## src/rtl/inert_cmd_seq_if.sv

```systemverilog
// SPI command/response and sample bus between the sequencer and its neighbours.
// master = sequencer side, slave = SPI monarch / balance datapath side.
interface inert_cmd_seq_if;
    logic        wrt;
    logic [15:0] wrt_data;
    logic        done;
    logic [15:0] rd_data;
    logic [15:0] ptch_rt;
    logic [15:0] AZ;
    logic        vld;

    modport master (
        output wrt, wrt_data, ptch_rt, AZ, vld,
        input  done, rd_data
    );

    modport slave (
        input  wrt, wrt_data, ptch_rt, AZ, vld,
        output done, rd_data
    );
endinterface

```

## src/rtl/inert_cmd_seq.sv

```systemverilog
// Inertial sensor command sequencer: power-up wait, four config writes, then a
// four-byte read burst per data-ready interrupt, presented as one atomic sample.
module inert_cmd_seq #(
    parameter int INIT_WAIT_BITS = 16
) (
    input  logic            clk,
    input  logic            rst_n,
    input  logic            INT,
    output logic            cfg_done,
    inert_cmd_seq_if.master bus
);
    // state    | meaning
    // WAIT_PWR | counting out sensor power-up
    // CFG      | config write in flight, step selects the command
    // IDLE     | configured, waiting for a data-ready event
    // RD       | register read in flight, step selects the byte
    // UPD      | fresh sample on ptch_rt/AZ, vld high
    typedef enum logic [2:0] {WAIT_PWR, CFG, IDLE, RD, UPD} state_t;

    state_t                    state, state_nxt;
    logic [INIT_WAIT_BITS-1:0] cnt, cnt_nxt;
    logic [1:0]                step, step_nxt;
    logic                      wrt_nxt, vld_nxt, cfg_done_nxt;
    logic [15:0]               wrt_data_nxt;
    logic                      int_s1, int_s2, int_s3, done_q;
    logic [7:0]                p_l, p_h, a_l, a_h;
    logic                      cmpl, int_evt;
    logic                      unused_rd_hi;

    assign cmpl         = bus.done & ~done_q;
    assign int_evt      = int_s2 & ~int_s3;
    assign unused_rd_hi = ^bus.rd_data[15:8];

    function automatic logic [15:0] cmd_word(input logic rd, input logic [1:0] idx);
        logic [15:0] w;
        case ({rd, idx})
            3'b000:  w = 16'h0D02;
            3'b001:  w = 16'h1053;
            3'b010:  w = 16'h1150;
            3'b011:  w = 16'h1460;
            3'b100:  w = 16'hA200;
            3'b101:  w = 16'hA300;
            3'b110:  w = 16'hAC00;
            default: w = 16'hAD00;
        endcase
        return w;
    endfunction

    always_comb begin
        state_nxt    = state;
        cnt_nxt      = cnt;
        step_nxt     = step;
        wrt_nxt      = 1'b0;
        wrt_data_nxt = bus.wrt_data;
        cfg_done_nxt = cfg_done;
        vld_nxt      = 1'b0;
        case (state)
            WAIT_PWR: begin
                cnt_nxt = cnt + {{(INIT_WAIT_BITS-1){1'b0}}, 1'b1};
                if (&cnt) begin
                    state_nxt    = CFG;
                    step_nxt     = 2'd0;
                    wrt_nxt      = 1'b1;
                    wrt_data_nxt = cmd_word(1'b0, 2'd0);
                end
            end
            CFG: begin
                if (cmpl) begin
                    if (step == 2'd3) begin
                        state_nxt    = IDLE;
                        cfg_done_nxt = 1'b1;
                    end else begin
                        step_nxt     = step + 2'd1;
                        wrt_nxt      = 1'b1;
                        wrt_data_nxt = cmd_word(1'b0, step + 2'd1);
                    end
                end
            end
            IDLE: begin
                if (int_evt) begin
                    state_nxt    = RD;
                    step_nxt     = 2'd0;
                    wrt_nxt      = 1'b1;
                    wrt_data_nxt = cmd_word(1'b1, 2'd0);
                end
            end
            RD: begin
                if (cmpl) begin
                    if (step == 2'd3) begin
                        state_nxt = UPD;
                        vld_nxt   = 1'b1;
                    end else begin
                        step_nxt     = step + 2'd1;
                        wrt_nxt      = 1'b1;
                        wrt_data_nxt = cmd_word(1'b1, step + 2'd1);
                    end
                end
            end
            UPD:     state_nxt = IDLE;
            default: state_nxt = WAIT_PWR;
        endcase
    end

    always_ff @(posedge clk) begin
        if (!rst_n) begin
            state        <= WAIT_PWR;
            cnt          <= '0;
            step         <= 2'd0;
            bus.wrt      <= 1'b0;
            bus.wrt_data <= 16'h0000;
            cfg_done     <= 1'b0;
            bus.vld      <= 1'b0;
        end else begin
            state        <= state_nxt;
            cnt          <= cnt_nxt;
            step         <= step_nxt;
            bus.wrt      <= wrt_nxt;
            bus.wrt_data <= wrt_data_nxt;
            cfg_done     <= cfg_done_nxt;
            bus.vld      <= vld_nxt;
        end
    end

    // Last byte goes straight to the output so the sample and vld land in UPD together.
    always_ff @(posedge clk) begin
        if (!rst_n) begin
            int_s1      <= 1'b0;
            int_s2      <= 1'b0;
            int_s3      <= 1'b0;
            done_q      <= 1'b0;
            p_l         <= 8'h00;
            p_h         <= 8'h00;
            a_l         <= 8'h00;
            a_h         <= 8'h00;
            bus.ptch_rt <= 16'h0000;
            bus.AZ      <= 16'h0000;
        end else begin
            int_s1 <= INT;
            int_s2 <= int_s1;
            int_s3 <= int_s2;
            done_q <= bus.done;
            if (state == RD && cmpl) begin
                case (step)
                    2'd0:    p_l <= bus.rd_data[7:0];
                    2'd1:    p_h <= bus.rd_data[7:0];
                    2'd2:    a_l <= bus.rd_data[7:0];
                    default: begin
                        a_h         <= bus.rd_data[7:0];
                        bus.ptch_rt <= {p_h, p_l};
                        bus.AZ      <= {bus.rd_data[7:0], a_l};
                    end
                endcase
            end
        end
    end
endmodule

```

## src/flat_wrapper.sv

```systemverilog
// flat-port wrapper written by rule: the top's interface ports become plain ports
module inert_cmd_seq_flat 
#(
    parameter int INIT_WAIT_BITS = 16
)
  (clk, rst_n, INT, cfg_done, bus_wrt, bus_wrt_data, bus_ptch_rt, bus_AZ, bus_vld, bus_done, bus_rd_data);
  inert_cmd_seq_if bus_i ();
  input  logic clk;
  input  logic rst_n;
  input  logic INT;
  output logic cfg_done;
  output wire logic [$bits(bus_i.wrt)-1:0] bus_wrt;
  output wire logic [$bits(bus_i.wrt_data)-1:0] bus_wrt_data;
  output wire logic [$bits(bus_i.ptch_rt)-1:0] bus_ptch_rt;
  output wire logic [$bits(bus_i.AZ)-1:0] bus_AZ;
  output wire logic [$bits(bus_i.vld)-1:0] bus_vld;
  input wire logic [$bits(bus_i.done)-1:0] bus_done;
  input wire logic [$bits(bus_i.rd_data)-1:0] bus_rd_data;
  assign bus_wrt = bus_i.wrt;
  assign bus_wrt_data = bus_i.wrt_data;
  assign bus_ptch_rt = bus_i.ptch_rt;
  assign bus_AZ = bus_i.AZ;
  assign bus_vld = bus_i.vld;
  assign bus_i.done = bus_done;
  assign bus_i.rd_data = bus_rd_data;
  inert_cmd_seq #(.INIT_WAIT_BITS(INIT_WAIT_BITS)) u_core (.clk(clk), .rst_n(rst_n), .INT(INT), .cfg_done(cfg_done), .bus(bus_i));
endmodule
```

## config.mk

```make
export PLATFORM = sky130hd
export DESIGN_NAME = inert_cmd_seq_flat
export DESIGN_NICKNAME = d
export VERILOG_FILES = /design/src/rtl/inert_cmd_seq_if.sv /design/src/rtl/inert_cmd_seq.sv /design/src/flat_wrapper.sv
export SDC_FILE = /design/constraint.sdc
export NUM_CORES = 1
export LEC_CHECK = 0
export ABC_AREA = 1
export BUFFER_PORTS_ARGS = -buffer_cell sky130_fd_sc_hd__clkbuf_2
export CORE_MARGIN = 5
export CORE_UTILIZATION = 57
export CTS_BUF_LIST = sky130_fd_sc_hd__clkbuf_8
export DETAILED_ROUTE_END_ITERATION = 16
export PLACE_DENSITY = 0.8
export SLEW_MARGIN = 25
export SYNTH_ARGS = -nofsm -noshare
export SYNTH_HDL_FRONTEND = slang
export SYNTH_SLANG_ARGS = --single-unit
```

## constraint.sdc

```tcl
create_clock -name clk -period 2.1 [get_ports clk]
set_clock_uncertainty 0.05 [all_clocks]
set_input_delay 0 -clock clk [delete_from_list [all_inputs] [get_ports clk]]
set_output_delay 0 -clock clk [all_outputs]
set_load 0.05 [all_outputs]
```

==> out/metrics.json <==
{
  "ys_seq_area_share": {"value": 48.01, "unit": "%"},
  "h-tree-depth": {"value": 3},
  "cell_taking_the_most_area_after_synthesis": {"value": "dfxtp_1"},
  "regToRegStartpoint": {"value": "u_core.state[0]"},
  "grt_max_degree": {"value": 60},
  "core_region_area": {"value": 6756, "unit": "um^2"},
  "setup.worst_path.class": {"value": "reg -> reg"},
  "setup-violations-final": {"value": 0},
  "outcome": {"value": "complete, no violations"},
  "initial_utilization": {"value": 58.02, "unit": "%"},
  "total_leakage_power": {"value": 0.001904, "unit": "uW"},
  "clock.fmax": {"value": 0.5595, "unit": "GHz"},
  "place.gp.congestion": {"value": 0.8639},
  "critPathCaptureType": {"value": "flip-flop"},
  "reg2reg_depth": {"value": 8},
  "worst-endpoint-required": {"value": 2.26, "unit": "ns"},
  "nNetsFinal": {"value": 600},
  "timing.final.max_slew_violations": {"value": 0},
  "critPathArrivalTime": {"value": 1.95, "unit": "ns"},
  "yosys.cell_count.top_type": {"value": "nand2_1"},
  "placement.setup.worst_slack": {"value": 0.2451, "unit": "ns"},
  "ioPinCount": {"value": 71},
  "cap_violations": {"value": 0},
  "area_taken_by_flip_flops_and_latches": {"value": 1882, "unit": "um^2"},
  "drive_gt1_share": {"value": 16.64, "unit": "%"},
  "buffer_ports.inserted": {"value": 58},
  "worst_margin_slew": {"value": 0.5903, "unit": "ns"},
  "timing.critical_path.fanout_max": {"value": 32},
  "yosys_warnings": {"value": 0},
  "unrepaired_setup_endpoints_after_global_routing": {"value": "no"},
  "globalRouteTotalUtil": {"value": 20.87, "unit": "%"},
  "yosys.cell_types.count": {"value": 32},
  "postRouteAntennaNets": {"value": 0},
  "dominantRegCellSynth": {"value": "dfxtp_1"},
  "hold_slack": {"value": 0.3260, "unit": "ns"},
  "top_cells_by_area_in_the_synthesized_netlist": {"value": "dfxtp_1 48%, nand2_1 11%, a21oi_1 8.6%"},
  "reg2reg_to": {"value": "u_core.bus.AZ[13]"},
  "final.setup.worst_slack": {"value": 0.3128, "unit": "ns"},
  "power_density": {"value": 885.4, "unit": "nW/um^2"},
  "syn_area": {"value": 3920, "unit": "um^2"},
  "clock-sinks": {"value": 94},
  "max-slew-margin-rel": {"value": 60.65, "unit": "%"},
  "syn_to_final_growth": {"value": 15.03, "unit": "%"},
  "setup.worst_path.start_class": {"value": "flip-flop"},
  "postSynthCellCount": {"value": 515},
  "clock_latency": {"value": 0.35, "unit": "ns"},
  "ctsRootBufferMaster": {"value": "clkbuf_8"},
  "num_antenna_cells": {"value": 0},
  "worst_setup_slack_for_register_to_register_paths": {"value": 0.31, "unit": "ns"},
  "design.die.area": {"value": 8636, "unit": "um^2"},
  "ys_async_sr_fraction": {"value": 0, "unit": "%"},
  "post-route-drc-count": {"value": 0},
  "tritoncts": {"value": "done"},
  "cts_setup_buffers": {"value": 0},
  "timing.hold.worst_path_depth": {"value": 4},
  "average_cell_area_after_synthesis": {"value": 7.612, "unit": "um^2"},
  "wl_per_cell": {"value": 13.20, "unit": "um"},
  "clock_tree.buffer_depth": {"value": 2},
  "die_h": {"value": 92.93, "unit": "um"},
  "peak_ir_drop_on_the_vdd_network": {"value": 0.0005981, "unit": "V"},
  "hold_viol": {"value": 0},
  "totalWireLength": {"value": 8.670, "unit": "mm"},
  "min_period": {"value": 1.787, "unit": "ns"},
  "grt_antenna_before_repair": {"value": 0},
  "synth.top_cell.area_share": {"value": 48.01, "unit": "%"},
  "ys_ff_latch": {"value": 94},
  "num_rows": {"value": 30},
  "drt-initial-drc-count": {"value": 211},
  "hold_end": {"value": "u_core.int_s1"},
  "grt_overflow_total": {"value": 0},
  "routed-via-count": {"value": 3475},
  "viasPerCell": {"value": 5.289},
  "fin_crit_sh": {"value": 85.10, "unit": "%"},
  "num-fill-cells": {"value": 614},
  "grt_first_pass_wirelength": {"value": 14.67, "unit": "mm"},
  "min-delay-path-class": {"value": "in -> reg"},
  "die_w": {"value": 92.93, "unit": "um"},
  "synth_edf_count": {"value": 0},
  "synth.top_cells.by_count": {"value": "112 x nand2_1, 94 x dfxtp_1, 67 x a21oi_1, 66 x nand3_1, 52 x nor2_1"},
  "vias_in_the_first_global_route": {"value": 3274},
  "hpwlAfterDp": {"value": 5.862, "unit": "mm"},
  "detailedRoute.firstPassIterationCount": {"value": 5},
  "holdCritStartpoint": {"value": "INT"},
  "cts_inserted_buffers": {"value": 9},
  "timing.setup.tns": {"value": 0, "unit": "ns"},
  "clock_pin_slew_reported_for_the_worst_setup_and_hold_paths_after_clock_tree_synthesis": {"value": 0.08, "unit": "ns"},
  "multi_input_area": {"value": 1747, "unit": "um^2"}
}
-- metrics by stage --
stage / instance area, um^2 / instances / utilization (%) / power (uW)
final: 4509 / 657 / 66.74 / 3993
after global placement: 4209 / 631 / 62.30 / 2864
after detailed placement: 4209 / 631 / 62.30 / 2884
after global routing: 4509 / 657 / 66.74 / 4222
after floorplan: 3931 / 518 / - / 2728
after CTS: 4504 / 657 / 66.67 / 4004
-- cell usage in the layout, fill, tap and decap left out, drive strengths merged, types with 2 or more instances in the layout --
cell type,count
a21oi,67
a22oi,2
buf,11
clkbuf,70
clkinv,2
conb,4
dfxtp,94
dlygate4sd3,11
ha,7
inv,30
nand2,115
nand3,67
nand3b,12
nor2,58
nor3,7
o21ai,11
xor2,2
-- registers in the layout, indices dropped and copies added, names as in the netlist, 2 cells and up --
name	cells
u_core.cnt	16
u_core.state	3
u_core.p_l	8
u_core.bus.AZ	16
u_core.a_l	8
u_core.bus.wrt_data	10
u_core.bus.ptch_rt	16
u_core.p_h	8
u_core.step	2
-- kinds of logic after synthesis --
family,count (synthesis),share of synthesized area [%]
other,1,0.09566
DFF,94,48.00
xor gates and xnor gates,2,0.4469
adders and majority gates,7,2.234
buffers and inverters,66,7.852
and+or+nand+nor,262,30.45
AOI/OAI and AO/OA,83,10.92
-- what timing repair did --
item                                    4_1_cts  5_1_grt
hold endpoints to repair                     40        0
hold buffers                                 11        0
endpoints found under the setup margin        0        3
gates resized for setup                       0        1
-- power breakdown --
part	total, uW	switching, uW	internal [uW]	leakage, uW
Combinational	925	652	273	0.00105
Sequential	1960	86.5	1870	0.000760
Clock	1110	591	519	0.0000959
Total	3990	1330	2660	0.00190
-- critical path, stage by stage (launching register included) --
cell	delay, ns
dfxtp_1	0.46
nand2_2	0.14
inv_2	0.11
nand2_4	0.09
nor2_8	0.28
nand2_1	0.09
buf_4	0.25
nand2_1	0.09
a21oi_1	0.07
-- layer usage --
layer / up-vias / part of all wire [%] / GRT usage, %
met2: 97 / 48 / 35.03
met4: 0 / 1.9 / 8.547
met3: 13 / 5.0 / 4.062
met1: 1582 / 45 / 26.16
li1: 1783 / - / -
met5: - / 0 / 0
-- area by class of cell --
class | instances | area share [%]
Sequential cell | 94 | 41.73
Clock buffer | 12 | 3.663
Timing Repair Buffer | 80 | 10.71
Tap cell | 80 | 2.220
Clock inverter | 3 | 0.4440
Multi-Input combinational cell | 358 | 38.73
Inverter | 30 | 2.497
-- worst max path at each step --
stage / startpoint / slack (ns) / endpoint / depth (start not counted)
after global placement: u_core.step[1] / 0.28 / u_core.bus.wrt_data[5] / 6
after floorplan: u_core.cnt[0] / 0.58 / u_core.bus.wrt_data[8] / 10
after global routing: u_core.step[1] / 0.18 / u_core.bus.wrt_data[9] / 6
after CTS: u_core.state[2] / 0.20 / u_core.bus.wrt_data[9] / 7
after detailed placement: u_core.step[1] / 0.25 / u_core.bus.wrt_data[9] / 6
final: u_core.state[0] / 0.31 / u_core.bus.AZ[13] / 8
Power figures use the tool's default switching activity.
